## config.mk

```make
export PLATFORM = sky130hd
export DESIGN_NAME = multicycle_ctrl
export DESIGN_NICKNAME = d
export VERILOG_FILES = /design/src/rtl/multicycle_ctrl.sv
export SDC_FILE = /design/constraint.sdc
export NUM_CORES = 1
export LEC_CHECK = 0
export ABC_AREA = 1
export CAP_MARGIN = 20
export CELL_PAD_IN_SITES_DETAIL_PLACEMENT = 0
export CELL_PAD_IN_SITES_GLOBAL_PLACEMENT = 1
export CORE_ASPECT_RATIO = 1.4
export CORE_MARGIN = 2
export CORE_UTILIZATION = 22
export DETAILED_ROUTE_END_ITERATION = 10
export MAX_ROUTING_LAYER = met4
export PLACE_DENSITY = 0.83
export SLEW_MARGIN = 0
export SYNTH_ARGS = -nofsm -noshare
export SYNTH_HDL_FRONTEND = slang
export SYNTH_SLANG_ARGS = --single-unit
```

## constraint.sdc

```tcl
create_clock -name clk -period 1.85 [get_ports clk]
set_input_delay 0.555 -clock clk [delete_from_list [all_inputs] [get_ports clk]]
set_output_delay 0.555 -clock clk [all_outputs]
set_load 0.005 [all_outputs]
```

## src/rtl/multicycle_ctrl.sv

```systemverilog
// ============================================================================
//  Module   : multicycle_ctrl
//  Brief    : Moore control FSM for a multicycle MIPS-subset datapath
//             (lw, sw, R-type, beq, addi, j) with a Funct-driven ALU decoder.
//  Revision : 1.0 - initial release
// ============================================================================
`default_nettype none

module multicycle_ctrl (
  input  logic       clk,
  input  logic       reset,
  input  logic [5:0] Op,
  input  logic [5:0] Funct,
  input  logic       Zero,
  output logic       IorD,
  output logic       MemWrite,
  output logic       IRWrite,
  output logic       RegDst,
  output logic       MemtoReg,
  output logic       RegWrite,
  output logic       ALUSrcA,
  output logic [1:0] ALUSrcB,
  output logic [1:0] PCSrc,
  output logic       PCEn,
  output logic [2:0] ALUControl,
  output logic [3:0] State
);

  localparam logic [3:0] FETCH   = 4'd0;
  localparam logic [3:0] DECODE  = 4'd1;
  localparam logic [3:0] MEMADR  = 4'd2;
  localparam logic [3:0] MEMRD   = 4'd3;
  localparam logic [3:0] MEMWB   = 4'd4;
  localparam logic [3:0] MEMWR   = 4'd5;
  localparam logic [3:0] RTYPEEX = 4'd6;
  localparam logic [3:0] RTYPEWB = 4'd7;
  localparam logic [3:0] BEQEX   = 4'd8;
  localparam logic [3:0] ADDIEX  = 4'd9;
  localparam logic [3:0] ADDIWB  = 4'd10;
  localparam logic [3:0] JEX     = 4'd11;

  localparam logic [5:0] OP_RTYPE = 6'b000000;
  localparam logic [5:0] OP_LW    = 6'b100011;
  localparam logic [5:0] OP_SW    = 6'b101011;
  localparam logic [5:0] OP_BEQ   = 6'b000100;
  localparam logic [5:0] OP_ADDI  = 6'b001000;
  localparam logic [5:0] OP_J     = 6'b000010;

  localparam logic [5:0] FN_ADD = 6'b100000;
  localparam logic [5:0] FN_SUB = 6'b100010;
  localparam logic [5:0] FN_AND = 6'b100100;
  localparam logic [5:0] FN_OR  = 6'b100101;
  localparam logic [5:0] FN_SLT = 6'b101010;

  localparam logic [2:0] ALU_ADD = 3'b010;
  localparam logic [2:0] ALU_SUB = 3'b110;
  localparam logic [2:0] ALU_AND = 3'b000;
  localparam logic [2:0] ALU_OR  = 3'b001;
  localparam logic [2:0] ALU_SLT = 3'b111;

  logic [3:0] state_q;
  logic [3:0] state_d;
  logic       pc_write;
  logic       branch;

  always_ff @(posedge clk or posedge reset) begin
    if (reset) begin
      state_q <= FETCH;
    end else begin
      state_q <= state_d;
    end
  end

  always_comb begin
    state_d = FETCH;
    case (state_q)
      FETCH:   state_d = DECODE;
      DECODE: begin
        case (Op)
          OP_LW, OP_SW: state_d = MEMADR;
          OP_RTYPE:     state_d = RTYPEEX;
          OP_BEQ:       state_d = BEQEX;
          OP_ADDI:      state_d = ADDIEX;
          OP_J:         state_d = JEX;
          default:      state_d = FETCH;
        endcase
      end
      MEMADR:  state_d = (Op == OP_LW) ? MEMRD : MEMWR;
      MEMRD:   state_d = MEMWB;
      RTYPEEX: state_d = RTYPEWB;
      ADDIEX:  state_d = ADDIWB;
      // Write-back / completion states and unused codes 12-15 all return here
      default: state_d = FETCH;
    endcase
  end

  always_comb begin
    IorD       = 1'b0;
    MemWrite   = 1'b0;
    IRWrite    = 1'b0;
    RegDst     = 1'b0;
    MemtoReg   = 1'b0;
    RegWrite   = 1'b0;
    ALUSrcA    = 1'b0;
    ALUSrcB    = 2'b00;
    PCSrc      = 2'b00;
    ALUControl = ALU_ADD;
    pc_write   = 1'b0;
    branch     = 1'b0;
    case (state_q)
      FETCH: begin
        IRWrite  = 1'b1;
        ALUSrcB  = 2'b01;
        pc_write = 1'b1;
      end
      DECODE: begin
        ALUSrcB = 2'b11;
      end
      MEMADR, ADDIEX: begin
        ALUSrcA = 1'b1;
        ALUSrcB = 2'b10;
      end
      MEMRD: begin
        IorD = 1'b1;
      end
      MEMWB: begin
        MemtoReg = 1'b1;
        RegWrite = 1'b1;
      end
      MEMWR: begin
        IorD     = 1'b1;
        MemWrite = 1'b1;
      end
      RTYPEEX: begin
        ALUSrcA = 1'b1;
        // Unrecognised Funct falls back to add; the write-back still happens
        case (Funct)
          FN_ADD:  ALUControl = ALU_ADD;
          FN_SUB:  ALUControl = ALU_SUB;
          FN_AND:  ALUControl = ALU_AND;
          FN_OR:   ALUControl = ALU_OR;
          FN_SLT:  ALUControl = ALU_SLT;
          default: ALUControl = ALU_ADD;
        endcase
      end
      RTYPEWB: begin
        RegDst   = 1'b1;
        RegWrite = 1'b1;
      end
      BEQEX: begin
        ALUSrcA    = 1'b1;
        PCSrc      = 2'b01;
        ALUControl = ALU_SUB;
        branch     = 1'b1;
      end
      ADDIWB: begin
        RegWrite = 1'b1;
      end
      JEX: begin
        PCSrc    = 2'b10;
        pc_write = 1'b1;
      end
      default: begin
      end
    endcase
  end

  // Zero comes from the ALU in the same cycle, so the branch enable is not registered
  assign PCEn  = pc_write | (branch & Zero);
  assign State = state_q;

endmodule

`default_nettype wire
```

# Word level (Yosys, flattened, before mapping)
# Cells that the tools add are included.
totals:
  reg_bits: 4
  word_cells: 47
  in_bits: 15
  output_inout_bits: 19
op_classes:
  n_reduce_logical: 8
  muxes: 16
  n_eq_ne: 20
  bitwise_logic: 2
op_table:
  columns: ["op", "count"]
  rows:
  - ["$eq 6x6->1 const B", 6]
  - ["$pmux 4 s6", 1]
  - ["$pmux 4 s5", 1]
  - ["$eq 4x3->1 const B", 4]
  - ["$eq 4x4->1 const B", 4]
  - ["$pmux 3 s4", 1]
  - ["$mux 1", 9]
  - ["$eq 4x2->1 const B", 2]
  - ["$reduce_or 2->1", 4]
  - ["$eq 6x2->1 const B", 1]
  - ["$eq 6x3->1 const B", 1]
  - ["$eq 6x4->1 const B", 1]
  - ["$logic_not 6->1", 1]
  - ["$pmux 2 s3", 1]
  - ["$pmux 3 s2", 1]
  - ["$eq 4x1->1 const B", 1]
  - ["$logic_not 4->1", 1]
  - ["$pmux 2 s2", 1]
  - ["$reduce_or 4->1", 1]
  - ["$mux 3", 1]
  - ["$reduce_or 3->1", 1]
  - ["$and 1x1->1", 1]
  - ["$or 1x1->1", 1]

# Logic depth before layout (Yosys ltp)
logic_depth:
  word_depth: 4
  mapped_depth: 7
  mapped_depth_nobuf: 7

# Worst setup path after synthesis
# No wires, ideal clock.
synth_path:
  path_kind: "in2out"
  from: "input Funct[0]"
  to: "output ALUControl[0]"
  required_time_ns: 1.295
  n_path_buf: 0
  path_slack_ns: 0.347
  stages: 3
  arrival_ns: 0.948
  path_cell_list: "nor3_1 -> nand4_1 -> nand2_1"
synth_between:
  elab_chain_cells: 3
  elab_cells_between_ends: 6
synth_lines:
  columns: ["item", "line", "source"]
  rows:
  - ["start, declared", "13", "input logic [5:0] Funct,"]
  - ["$eq 6x6->1", "137", "case (Funct)"]
  - ["$pmux 3 s4 *", "137", null]
  - ["$pmux 3 s2 *", "110", "case (state_q)"]
  - ["end, declared", "25", "output logic [2:0] ALUControl,"]
# Mark *: on every way between the ends. The rest lies on a longest branch, timed or not.

# Worst setup path in the final report
layout_path:
  from: "register state_q[3], in the netlist State[3]"
  to: "output ALUControl[1]"
layout_between:
  elab_chain_cells: 2
  elab_cells_between_ends: 3
layout_lines:
  columns: ["item", "line", "source"]
  rows:
  - ["start, declared", "61", "logic [3:0] state_q;"]
  - ["start signal, assigned", "70", "state_q <= state_d;"]
  - ["$eq 4x4->1 / $eq 4x3->1 (equally long branches)", "110", null]
  - ["$pmux 3 s2 *", "110", null]
# Marked as above.

==> key figures <==
Run status
  • Status: complete, but fails checks
  • Violated checks: setup timing

Timing
  • Final min period: 1910 ps
  • Clock Skews: 5.42 ps
  • Max-slew violation count: 0
  • # setup viols final: 5
  • Peak Freq: 0.523 GHz
  • RSZ-0062 raised after global routing: true
  • Fin. Hold Viols: 0
  • Worst hold margin: 500 ps
  • Slew @ Worst Pin: 283 ps
  • Relative slew slack: 0.811
  • Period utilisation layout: 1.03
  • Worst Setup Slack, final: -61.4 ps

Power
  • Leak Pwr: 0.000726 uW
  • Power Dens Cells: 798 nW/um2
  • VDD IR max: 0.313 mV

Yosys
  • Main combinational cell family by area after synthesis: simple AND/OR/NAND/NOR gates
  • Post-synth cell types: 12
  • Synth Area in Compound Gates: 0.0329
  • Synth cell count leaders: nand2_1 (26), inv_1 (23), nor2_1 (20), nand3_1 (14), dfrtp_1 (4)
  • Synthesized flop and latch total: 4
  • Largest cells by area after synthesis: dfrtp_1 (20%), nand2_1 (20%), inv_1 (17%)
  • Ys Warns: 0
  • Syn_nets: 112
  • Mux share of post-synthesis cell area: 0
  • Most frequent cell after synthesis: nand2_1
  • Gate Count Post-Synth: 97
  • Synth Flop Type: dfrtp_1
  • Post-synth top area share: 0.203
  • Register area share after synthesis: 0.203
  • Post-Syn Area: 494 um2
  • Largest area contributor in the netlist: dfrtp_1
  • Post-Synth XOR/XNOR Area: 0
  • Post-synth ARST share: 1.00
  • Synth Area per Inst: 5.10 um2
  • EDFF count, synth: 0
  • Synth Area in Simple Gates: 0.590
  • Synth Area in Adders: 0

Global route
  • Total track usage: 0.147
  • Pin count of the biggest net entering global routing: 6
  • First-pass GRT wire length: 2.87 mm
  • Grt ovf: 0
  • Number of global-route vias before repair: 733
  • Initial antenna violation count: 0

Clock network
  • CTS clk-pin slew, worst paths: 40 ps
  • CTS tree: built
  • Worst-skew pair later-pin latency: 230 ps
  • CTS buffer count: 3
  • CTS Sinks: 4
  • Root Buffer: clkbuf_4
  • Maximum clock path buffer count: 2
  • H-tree Lvls: 1
  • Post-cts hold buffer count: 0

Die
  • Io pins: 34
  • Core area: 2150 um2
  • FP Rows: 20
  • Die Y: 60.1 um
  • Die ar.: 2650 um2
  • Die span in x: 44.1 um
  • Starting Density: 0.230

Worst setup path
  • Worst R2R Path Depth: 7
  • Crit path capture type: primary output
  • Worst Path Required: 1290 ps
  • Crit path launch type: flop
  • Reg2reg start: State[1]
  • Worst Path Arrival: 1360 ps
  • RR Endpoint: State[2]
  • Crit path max fanout: 5
  • Kind of critical path: reg -> out
  • Reg-to-reg slack, setup: 430 ps

Worst hold path
  • HP Class: in -> async

Place
  • Final HPWL DP: 1.39 mm
  • Input/output buffers: 33
  • GP Congestion: 0.748
  • Worst slack, placed: -679 ps

Drt
  • DRT Pass-1 Iters: 2
  • Vias/cell: 4.37
  • Routed vias: 804
  • Initial DRC Count: 6
  • WL final: 1.88 mm
  • Wire per inst: 10.2 um
  • # DRC: 0
  • Antenna viol nets, final: 0

Run
  • Max cap viols: 0

Cells and area
  • Antenna diode count: 0
  • Layout cell share with drive strength beyond 1: 0.488
  • Fillcell total: 214
  • Final Net Count: 179
  • Max reg flops: 4
  • Area Growth Syn to Fin: 136%
## power breakdown
part	leakage [uW]	switching, uW	internal, uW
combinational	0.000663	291	381
sequential	0.0000490	41.0	113
clock	0.0000138	34.5	72.5
## through the flow
stage          utilization  std cells  setup TNS (ps)  area (um2)  total power, uW
2_1_floorplan            -         97               0         494              309
3_3_place_gp         0.455        169           -2500         980              679
3_5_place_dp         0.455        169           -2770         980              686
4_1_cts              0.501        178            -891        1080              841
5_1_grt              0.543        184            -640        1170             1000
6_report             0.543        184            -155        1170              933
## timing repair
| item | in CTS | in global routing |
|---|---|---|
| setup buffers | 6 | 7 |
| endpoints found under the setup margin | 15 | 17 |
| pin swaps | 11 | 12 |
| resized for setup | 71 | 34 |
## metal layers
metal / up-vias / routed length (um) / global-route usage
li1: 431 / - / -
met1: 346 / 639 / 0.130
met2: 27 / 1090 / 0.296
met3: 0 / 153 / 0.0272
met4: 0 / 0 / 0.0519
met5: - / 0 / -
## final cells by class
cell class                 count  area, um2  share of cell area
timing repair buffer          62        520               0.445
multi-input combinational     70        405               0.347
sequential                     4        104              0.0889
inverter                      23       88.8              0.0760
tap                           22       27.5              0.0236
clock buffer                   3       22.5              0.0193
## worst max path at each step
stage,from,to,slack [ps]
4_1_cts,State[1],PCSrc[0],-230
2_1_floorplan,Funct[0],ALUControl[0],350
3_5_place_dp,Funct[1],ALUControl[0],-680
3_3_place_gp,Funct[1],ALUControl[0],-620
6_report,State[3],ALUControl[1],-60
5_1_grt,State[3],ALUControl[0],-160
## cell families after synthesis
| kind of cell | after synthesis |
|---|---|
| AND/OR/NAND/NOR | 67 |
| flip-flops | 4 |
| AO/OA/AOI/OAI | 3 |
| buffers and inverters | 23 |
## placed cells by master (no fill, tap or decap), types with 4 or more instances in the layout
cell type         n
buf_4            20
nand2_1          18
inv_1            15
nor2_1           15
nand3_1          11
buf_6            10
clkdlybuf4s50_1   9
inv_2             7
clkbuf_2          7
nand2_2           6
dlygate4sd2_1     6
buf_2             6
nor2_4            4
dlymetal6s2s_1    4
## worst max-delay path: stages, from the launching register on
cell,delay [ps]
dfrtp_1,390
buf_6,130
nor2_4,110
inv_4,60
nor2_4,150
buf_4,130
nand3_2,40
clkbuf_2,110
No activity file was read; power rests on OpenSTA's default activity.
